===== config.mk =====
export PLATFORM = sky130hd
export DESIGN_NAME = mac_pe_db
export DESIGN_NICKNAME = d
export VERILOG_FILES = /design/src/rtl/mac_pe_db.sv
export SDC_FILE = /design/constraint.sdc
export NUM_CORES = 1
export LEC_CHECK = 0
export CORE_ASPECT_RATIO = 1.4
export CORE_MARGIN = 4
export CORE_UTILIZATION = 55
export CTS_CLUSTER_SIZE = 12
export DETAILED_ROUTE_END_ITERATION = 8
export PLACE_DENSITY = 0.84
export SYNTH_ARGS = -nofsm -noshare
export SYNTH_HDL_FRONTEND = slang
export SYNTH_SLANG_ARGS = --single-unit

===== constraint.sdc =====
create_clock -name clk -period 11.4 [get_ports clk]
set_input_delay 1.71 -clock clk [delete_from_list [all_inputs] [get_ports clk]]
set_output_delay 1.71 -clock clk [all_outputs]
set_load 0.02 [all_outputs]

===== src/rtl/mac_pe_db.sv =====
// mac_pe_db: weight-stationary MAC PE with double-buffered weight, chain loading and wrap/saturate arithmetic
module mac_pe_db #(
    parameter int IFMAP_WIDTH  = 16,
    parameter int WEIGHT_WIDTH = 16,
    parameter int OFMAP_WIDTH  = 32,
    parameter bit SATURATE     = 0
) (
    input  logic                           clk,
    input  logic                           rst_n,
    input  logic                           en,
    input  logic                           weight_wen,
    input  logic signed [WEIGHT_WIDTH-1:0] weight_in,
    input  logic                           weight_swap,
    input  logic signed [IFMAP_WIDTH-1:0]  ifmap_in,
    input  logic signed [OFMAP_WIDTH-1:0]  ofmap_in,
    input  logic                           ovf_clr,
    output logic signed [IFMAP_WIDTH-1:0]  ifmap_out,
    output logic signed [OFMAP_WIDTH-1:0]  ofmap_out,
    output logic signed [WEIGHT_WIDTH-1:0] weight_out,
    output logic                           ovf_flag
);
    localparam int PW = IFMAP_WIDTH + WEIGHT_WIDTH;
    localparam int SW = (OFMAP_WIDTH > PW ? OFMAP_WIDTH : PW) + 1;
    localparam logic [OFMAP_WIDTH-1:0] MAXV = {1'b0, {(OFMAP_WIDTH-1){1'b1}}};
    localparam logic [OFMAP_WIDTH-1:0] MINV = {1'b1, {(OFMAP_WIDTH-1){1'b0}}};
    logic signed [WEIGHT_WIDTH-1:0] shadow, active;
    logic signed [PW-1:0]           prod;
    logic signed [SW-1:0]           sum;
    logic [SW-OFMAP_WIDTH:0]        top;
    logic                           ovf;
    logic [OFMAP_WIDTH-1:0]         res;
    assign weight_out = shadow;
    // full-precision product and sum; overflow when the bits above the result sign disagree
    always_comb begin
        prod = ifmap_in * active;
        sum  = {{(SW-PW){prod[PW-1]}}, prod} + {{(SW-OFMAP_WIDTH){ofmap_in[OFMAP_WIDTH-1]}}, ofmap_in};
        top  = sum[SW-1:OFMAP_WIDTH-1];
        ovf  = !((&top) || !(|top));
        res  = (SATURATE && ovf) ? (sum[SW-1] ? MINV : MAXV) : sum[OFMAP_WIDTH-1:0];
    end
    // weight path: shadow loads/shifts, active takes the pre-edge shadow on swap
    always_ff @(posedge clk) begin
        if (!rst_n) begin
            shadow <= '0;
            active <= '0;
        end else begin
            if (weight_wen) shadow <= weight_in;
            if (weight_swap) active <= shadow;
        end
    end
    // datapath registers and sticky overflow, where a new overflow beats a clear
    always_ff @(posedge clk) begin
        if (!rst_n) begin
            ifmap_out <= '0;
            ofmap_out <= '0;
            ovf_flag  <= 1'b0;
        end else begin
            if (en) begin
                ifmap_out <= ifmap_in;
                ofmap_out <= res;
            end
            ovf_flag <= (en && ovf) ? 1'b1 : ovf_clr ? 1'b0 : ovf_flag;
        end
    end
endmodule


==> results by group <==
Layout
  – Share of layout cells above drive strength 1: 2.149%
  – Number of fill cells in the layout: 2049
  – Synth-to-Final Area Change: 13.41%
  – Layout Cells excl Fill: 1901
  – Fin nets: 2048
  – Ant. Diodes: 0

Routing
  – Via count: 10420
  – Vias/cell: 5.481
  – Initial drt markers: 706
  – Drt first pass iters: 6
  – Avg WL per Cell: 19.47 um
  – DRT Wirelength: 37.02 mm
  – Final ANT Viol Nets: 0
  – Drt drc: 0

Timing
  – Fin. Hold Viols: 0
  – RSZ-0062 raised after global routing: false
  – Worst relative slew slack: 32.67%
  – # setup viols final: 0
  – Tcrit/Tclk final: 75.83%
  – Actual slew at the worst max-slew pin: 1007 ps
  – Max-slew violation count: 0
  – Setup_tns: 0 ps
  – Clk_skew: 16.83 ps
  – Final Critical Period: 8644 ps
  – Fmax: 115.7 MHz

CTS
  – Root buf cell: clkbuf_16
  – Hold Buf Count CTS: 0
  – Inserted Clock Buffers: 9
  – H-tree levels: 3
  – CTS tree: done
  – Clock Latency Late Sink: 350 ps
  – Post-CTS setup buffer count: 0
  – Clk buf depth: 2
  – Clock Sinks: 81
  – Post-CTS sizing: 0
  – Worst-path clk slew: 70 ps

Global routing
  – Vias in the first global route: 11820
  – Largest net degree at the start of global routing: 83
  – Total global routing overflow: 0
  – Total track usage: 27.58%
  – Initial antenna violation count: 0
  – First-pass GRT wire length: 60.04 mm

Yosys
  – Post-Syn Nets: 1951
  – Syn avg cell area: 9.533 um^2
  – Yosys warning total: 0
  – Library cells used by synthesis: 48
  – Most frequent cells after synthesis: inv_1 (358), fa_1 (299), nand2_1 (146)
  – Post-synthesis sequential area ratio: 11.49%
  – Top-count cell post-synth: inv_1
  – Area leader, netlist: fa_1
  – Synth area leaders: fa_1 (42%), dfxtp_1 (11%), inv_1 (9.5%)
  – Cells after synthesis: 1481
  – Post-synth top area share: 42.40%
  – Mapped Area: 14120 um^2
  – Ys flop type: dfxtp_1
  – Ys async rst share: 0%
  – #FFs+latches synth: 81
  – Post-synth EDFFs: 0

Die
  – Die area: 28330 um^2
  – Site Rows: 69
  – Die width: 143.4 um
  – Die H: 197.6 um
  – Initial core utilization: 55.62%
  – Core footprint: 25380 um^2
  – Top-Level Pins: 135

Flow run
  – Max-cap violations: 0

Critical path
  – Cell-by-cell trace of the critical path: clkdlybuf4s50_1 > nand2_1 > inv_1 > fa_1 > inv_1 > fa_1 > inv_1 > fa_1 > fa_1 > fa_1 > inv_1 > fa_1 > inv_1 > ha_1 > and4_1 > nor4b_2 > o32ai_2 > o311ai_1 > a21oi_1 > xnor2_1 > mux2i_1 > nor2b_1
  – CP most frequent cell: fa_1
  – Worst Setup End Kind: flip-flop
  – Critical path type: in2reg
  – CP startpoint kind: input port
  – Crit path largest cell delay: 800 ps
  – Worst path slowest cell: clkdlybuf4s50_1
  – Worst reg2reg setup slack: 4520 ps
  – Max Fanout on Critical Path: 17
  – CP Data Required Time: 11680 ps
  – WP data arrival: 8930 ps

Worst hold path
  – Min-delay worst type: reg2reg

Power and ir drop
  – Leakage: 8.014 nW
  – Worst VDD drop: 0.1288 mV
  – Final Power: 1.806 mW
  – Pwr/cell area: 112.8 nW/um^2

Placed design
  – Cell Count Post-Placement: 1886
  – GP Congestion: 0.9424
  – HPWL after DPL: 29.69 mm
  – I/O Buffers: 134

Outcome
  – Outcome: completed
[layout make-up]
cell class	count	area (um^2)	share of cell area [%]
Clock buffer	9	225.2	1.407
Clock inverter	6	92.59	0.5783
Inverter	358	1344	8.393
Multi-Input combinational cell	987	10950	68.36
Sequential cell	81	1622	10.13
Tap cell	319	399.1	2.493
Timing Repair Buffer	141	1384	8.643
[power breakdown]
part / switching (mW) / internal, mW / leakage, nW
Sequential: 0.0386 / 0.333 / 0.667
Clock: 0.132 / 0.192 / 0.148
Combinational: 0.627 / 0.483 / 7.20
[critical path, delay by kind of cell]
family	cells	cell delay [ps]
adders and majority gates	7	3900
buffers and inverters	6	1300
and+or+nand+nor	4	1110
AOI/OAI and AO/OA	3	590
xor gates and xnor gates	1	190
muxes	1	110
[through the flow]
stage / cell area, um^2 / hold WS (ps) / worst slack, ps / utilization [%]
after global routing: 16010 / 517.0 / 2435 / 63.08
after floorplan: 14120 / 521.1 / 3943 / -
after CTS: 16010 / 478.1 / 2845 / 63.08
final: 16010 / 475.5 / 2756 / 63.08
after global placement: 15690 / 449.1 / 2745 / 61.83
after detailed placement: 15690 / 468.8 / 2530 / 61.83
[final timing paths]
kind,startpoint,endpoint,cells past startpoint
min reg2reg,ofmap_out[24]$_SDFFE_PN0P_,ofmap_out[24]$_SDFFE_PN0P_,2
max,ifmap_in[15],ofmap_out[29]$_SDFFE_PN0P_,22
max reg2reg,active[3]$_SDFFE_PN0P_,ofmap_out[29]$_SDFFE_PN0P_,21
min,ofmap_out[24]$_SDFFE_PN0P_,ofmap_out[24]$_SDFFE_PN0P_,2
[cells in the final DEF, fill, tap and decap left out, types with 2 or more instances in the layout]
cell / netlist / layout
mux2i_1: 74 / 74
buf_2: 0 / 2
o21ai_0: 16 / 16
nand4_1: 3 / 3
a211oi_1: 2 / 2
a211o_1: 3 / 3
nor2b_1: 76 / 76
a31oi_1: 4 / 4
nor3_1: 3 / 3
o21a_1: 7 / 7
bufinv_16: 0 / 2
clkbuf_16: 0 / 9
buf_4: 0 / 7
fa_1: 299 / 299
xnor2_1: 23 / 23
clkinvlp_4: 0 / 2
nor2_1: 21 / 21
xor2_1: 14 / 14
inv_1: 358 / 358
nand2b_1: 8 / 8
dfxtp_1: 81 / 81
nand2_1: 146 / 146
a21oi_1: 22 / 22
o211ai_1: 3 / 3
nand3b_1: 4 / 4
ha_1: 101 / 101
o21bai_1: 3 / 3
a211oi_2: 2 / 2
a21o_1: 14 / 14
clkdlybuf4s50_1: 0 / 132
o21ai_1: 3 / 3
nand3_1: 6 / 6
and2_1: 112 / 112
[logic make-up (layout without fill, tap and decap cells)]
kind of cell / Yosys count / after routing / synth area share [%]
buffers and inverters: 413 / 514 / 10.99
adder cells (fa/ha/maj): 400 / 400 / 51.35
AO/OA/AOI/OAI: 89 / 89 / 4.325
AND/OR/NAND/NOR: 387 / 387 / 14.31
flip-flops: 81 / 81 / 11.49
XOR/XNOR: 37 / 37 / 2.295
multiplexers: 74 / 74 / 5.246
[sequential cells by signal (all words and copies together) (netlist names)]
register and cells:
active 16, ifmap_out 16, weight_out 16, ofmap_out 32, ovf_flag 1
[per-layer routing]
layer / wire, um / share of wire (%) / global-route usage, % / up-vias
met5: 0 / 0 / 0 / -
li1: - / - / - / 4562
met2: 20010 / 54 / 50.58 / 439
met4: 2906 / 7.9 / 17.20 / 0
met1: 12110 / 33 / 29.76 / 5257
met3: 1992 / 5.4 / 3.173 / 161
Power figures use the tool's default switching activity.
==> RTL edit 1: new RTL, same flow settings <==
The parameter `IFMAP_WIDTH` goes from 16 to 24.
--- a/src/rtl/mac_pe_db.sv
+++ b/src/rtl/mac_pe_db.sv
@@ -2,3 +2,3 @@
 module mac_pe_db #(
-    parameter int IFMAP_WIDTH  = 16,
+    parameter int IFMAP_WIDTH  = 24,
     parameter int WEIGHT_WIDTH = 16,
Ports: changed (resized ifmap_in and ifmap_out); port bits go from 135 to 151. The function was not compared with the original's and may differ.
==> RTL edit 1 against the original RTL <==
- total power up 27%
- die area rose by 28%
- design area grew 27%
- sequential cell count rose by 8
- global-route usage up 0.74 points
- clock skew decreased by 6.3 ps
- sequential share of layout area shrank 1.4 points
- area after synthesis is 29% higher
- wire length increased by 34%
- worst setup slack worse by 290 ps
- via count increased by 33%
- first-iteration DRC count up 17%
- maximum frequency is 3.3% lower
- largest cell class unchanged
- largest power group unchanged
==> RTL edit 1: results (changes against the original RTL) <==
| Step | Metric | This run | vs unedited |
|---|---|---|---|
| min path | Hold-critical path depth | 1 | -1 |
| logic synthesis | Commonest cells in the synthesized netlist | fa_1 (411), inv_1 (409), nand2_1 (232) |  |
| route | Total routed wire length on the met1 layer | 16030 um | +32% |
| route | Number of iterations in the first detailed-routing pass | 5 | -1 |
| global routing | Met2 track utilization from global routing | 50.47% | -0.11 points |
| worst setup path | Crit path arrival time | 9170 ps | +240 ps |
| placement | Routability Congestion | 0.9207 | -2.3% |
| cts | Root Buffer | clkbuf_16 |  |
| cts | Clock latency reported for the late side of the worst-skew pair | 350 ps | about the same |
| timing | Clock Skews | 10.50 ps | -6.330 ps |
| placement | Post-detailed-placement half-perimeter wirelength | 39580 um | +33% |
| route | Average detailed-routed wire length per instance | 20.12 um | +3.4% |
| worst setup path | Delay of the slowest cell on the worst path | 1090 ps | +290 ps |
| logic synthesis | Cells taking the most area after synthesis | fa_1 (45%), dfxtp_1 (9.8%), inv_1 (8.4%) |  |
| layout | Layout cell share with drive strength beyond 1 | 2.313% | +0.16 points |
| layout | Layout Nets | 2624 | +28% |
| power and ir drop | Largest vdd supply drop | 0.1193 mV | -7.4% |
| global routing | Number of antenna violations at the first check in global routing | 0 | unchanged |
| global routing | Global Route Usage Sum | 28.32% | +0.74 points |
| placement | Setup WS pre-CTS | 2199 ps | -331.3 ps |
| logic synthesis | Post-Synthesis Net Count | 2534 | +30% |
| global routing | Met1 track utilization from global routing | 30.49% | +0.74 points |
| route | Met3 routed wirelength | 3500 um | +76% |
| logic synthesis | Distinct cell type count of the synthesized netlist | 66 | +38% |
| timing | Normalized max-slew margin | 19.56% | -13 points |
| power and ir drop | P_leak | 9.672 nW | +21% |
| placement | I/O Buffers | 150 | +12% |
| global routing | Global-route wire length before repair | 80160 um | +33% |
| run status | Run status | finished clean |  |
| route | Routed wl met2 | 26050 um | +30% |
| global routing | Pin count of the biggest net entering global routing | 93 | +12% |
| global routing | Number of global-route vias before repair | 15700 | +33% |
| logic synthesis | Proportion of synthesized chip area in sequential cells | 9.751% | -1.7 points |
| global routing | Met3 usage | 4.381% | +1.2 points |
## RTL edit 1: cell types whose count changed after synthesis, moves of 8 or more
cell,unedited run,this run
clkbuf_1,49,72
nor2_1,21,36
nor3_1,3,14
fa_1,299,411
a21oi_1,22,33
dfxtp_1,81,89
mux2i_1,74,85
nor2b_1,76,87
nand2_1,146,232
inv_1,358,409
and2_1,112,166
## RTL edit 1: logic make-up (layout without fill, tap and decap cells)
group	after synthesis	in the layout	share of synthesized area (%)
buf+inv	496	591	10.42
simple gates	593	593	16.65
mux	86	86	4.718
flops	89	89	9.751
xor+xnor	37	37	1.774
compound gates	117	117	4.260
fa+ha+maj	519	519	52.43
other cells	0	1	0
## RTL edit 1: layout make-up
type                    instances  area (sq um)
diodes                          1         2.502
fillers                      2666         12220
flip-flops and latches         89          1782
clock buffers                  10         239.0
clock inverters                 6         72.57
repair buffers                165          1607
multi-input cells            1352         14590
well taps                     440         550.5
inverters                     410          1539
## RTL edit 1: per-stage QoR
step / area (sq um) / cells
floorplan: 18270 / 1937
global placement: 20060 / 2456
detailed placement: 20060 / 2456
CTS: 20380 / 2472
global route: 20380 / 2472
finish: 20380 / 2473
## RTL edit 1: report_power, final
part | leakage [nW] | internal, mW | switching (mW)
Clock | 0.150 | 0.178 | 0.137
Combinational | 8.79 | 0.659 | 0.925
Sequential | 0.733 | 0.362 | 0.0349
## RTL edit 1: final timing paths
check,start,endpoint,slack [ps]
setup / recovery,ifmap_in[17],ovf_flag$_SDFFE_PN0P_,2460
setup reg to reg,active[15]$_SDFFE_PN0P_,ovf_flag$_SDFFE_PN0P_,3380
hold reg to reg,ofmap_out[4]$_SDFFE_PN0P_,ofmap_out[4]$_SDFFE_PN0P_,490
hold / removal,ofmap_out[4]$_SDFFE_PN0P_,ofmap_out[4]$_SDFFE_PN0P_,490
==> RTL edit 2: new RTL, config.mk and constraints unchanged <==
Without the edit above. Put one more register stage on the output `ofmap_out`, without a reset. The value now appears one clock later. The other outputs are not delayed to match.
--- a/src/rtl/mac_pe_db.sv
+++ b/src/rtl/mac_pe_db.sv
@@ -25,2 +25,4 @@
     localparam logic [OFMAP_WIDTH-1:0] MINV = {1'b1, {(OFMAP_WIDTH-1){1'b0}}};
+
+    logic signed [OFMAP_WIDTH-1:0] ofmap_s0;
     logic signed [WEIGHT_WIDTH-1:0] shadow, active;
@@ -54,3 +56,3 @@
             ifmap_out <= '0;
-            ofmap_out <= '0;
+            ofmap_s0 <= '0;
             ovf_flag  <= 1'b0;
@@ -59,3 +61,3 @@
                 ifmap_out <= ifmap_in;
-                ofmap_out <= res;
+                ofmap_s0 <= res;
             end
@@ -64,2 +66,6 @@
     end
+    always_ff @(posedge clk) begin
+        ofmap_out <= ofmap_s0;
+    end
+
 endmodule
Formal check against the unedited RTL: not equivalent (Yosys sat finds a counterexample within 4 cycles, from zero or initial values and one cycle with rst_n low).
==> RTL edit 2 against the original RTL <==
- design area grew 5.6%
- largest power group unchanged
- critical endpoint is now ovf_flag$_SDFFE_PN0P_
- total power rose by 18%
- sequential cell count up 32
- area after synthesis up 4.6%
- hold slack worse by 120 ps
- wire length grew 1.1%
- critical path type unchanged
- worst setup slack gained 220 ps
- highest routed layer unchanged
==> RTL edit 2: results (changes against the original RTL) <==
| Step | Metric | This run | vs unedited |
|---|---|---|---|
| run status | Run status | finished clean |  |
| layout | Layout Nets | 2089 | +2.0% |
| worst setup path | Reg-to-reg setup timing slack | 4680 ps | +160 ps |
| min path | WHS Endpoint | ofmap_out[22]$_DFF_P_ |  |
| logic synthesis | Post-synthesis average cell area | 9.747 sq um | +2.2% |
| timing | Clock Skews | 8.728 ps | -8.098 ps |
| cts | Clk pin slew, worst setup/hold paths | 50 ps | -20 ps |
| layout | Layout cell share with drive strength beyond 1 | 3.125% | +0.98 points |
| min path | Startpoint of the worst hold path | ofmap_s0[22]$_SDFFE_PN0P_ |  |
| placement | Setup WS pre-CTS | 2653 ps | +122.7 ps |
| route | Routed wl met2 | 20250 um | +1.2% |
| worst setup path | Critical register-to-register path endpoint | ovf_flag$_SDFFE_PN0P_ |  |
| layout | Layout fillers | 2011 | -1.9% |
| timing | Worst hold slack across all endpoints | 350.9 ps | -124.6 ps |
| route | Total wire length after detailed routing | 37410 um | +1.1% |
| placement | Post-detailed-placement half-perimeter wirelength | 30120 um | +1.4% |
| placement | Routability Congestion | 0.9432 | about the same |
| global routing | Met2 track utilization from global routing | 47.99% | -2.6 points |
| global routing | Met1 track utilization from global routing | 28.61% | -1.2 points |
| worst setup path | Crit path arrival time | 8750 ps | -180 ps |
| logic synthesis | Post-Synthesis Net Count | 1985 | +1.7% |
| cts | Total number of H-tree levels | 4 | +1 |
| global routing | Met3 usage | 3.835% | +0.66 points |
| placement | Cell count after placement | 1924 | +2.0% |
| power and ir drop | P_sw | 866.0 uW | +8.6% |
| worst setup path | Slowest CP cell | fa_1 |  |
| min path | Hold-critical path depth | 0 | -2 |
| power and ir drop | P_leak | 8.395 nW | +4.8% |
| global routing | Number of global-route vias before repair | 12000 | +1.6% |
| placement | Placed cell area | 0.01635 sq mm | +4.2% |
| power and ir drop | Sequential fraction of design power | 25.1% | +4.5 points |
| route | Met3 routed wirelength | 1850 um | -7.1% |
| power and ir drop | Combinational share of power | 51.6% | -9.9 points |
| logic synthesis | Cells taking the most area after synthesis | fa_1 (41%), dfxtp_1 (15%), inv_1 (9.1%) |  |
| route | Via Count | 10630 | +2.0% |
RTL edit 2: changes by cell type after synthesis:
cell	delta
dfxtp_1	+32
clkbuf_1	+6
buf_1	-4
RTL edit 2: layout make-up:
| class | instances | share of cell area [%] |
|---|---|---|
| clock inverter | 13 | 0.6735 |
| multi-input combinational | 987 | 64.75 |
| timing repair buffer | 142 | 8.230 |
| tap | 324 | 2.398 |
| clock buffer | 19 | 2.620 |
| sequential | 113 | 13.38 |
| inverter | 358 | 7.949 |
RTL edit 2: cells by family (layout without fill, tap and decap cells):
family | count (synthesis) | in the layout | synth area share [%]
mux | 74 | 74 | 5.016
fa+ha+maj | 400 | 400 | 49.09
flops | 113 | 113 | 15.32
buf+inv | 415 | 532 | 10.56
simple gates | 387 | 387 | 13.68
compound gates | 89 | 89 | 4.135
xor+xnor | 37 | 37 | 2.195
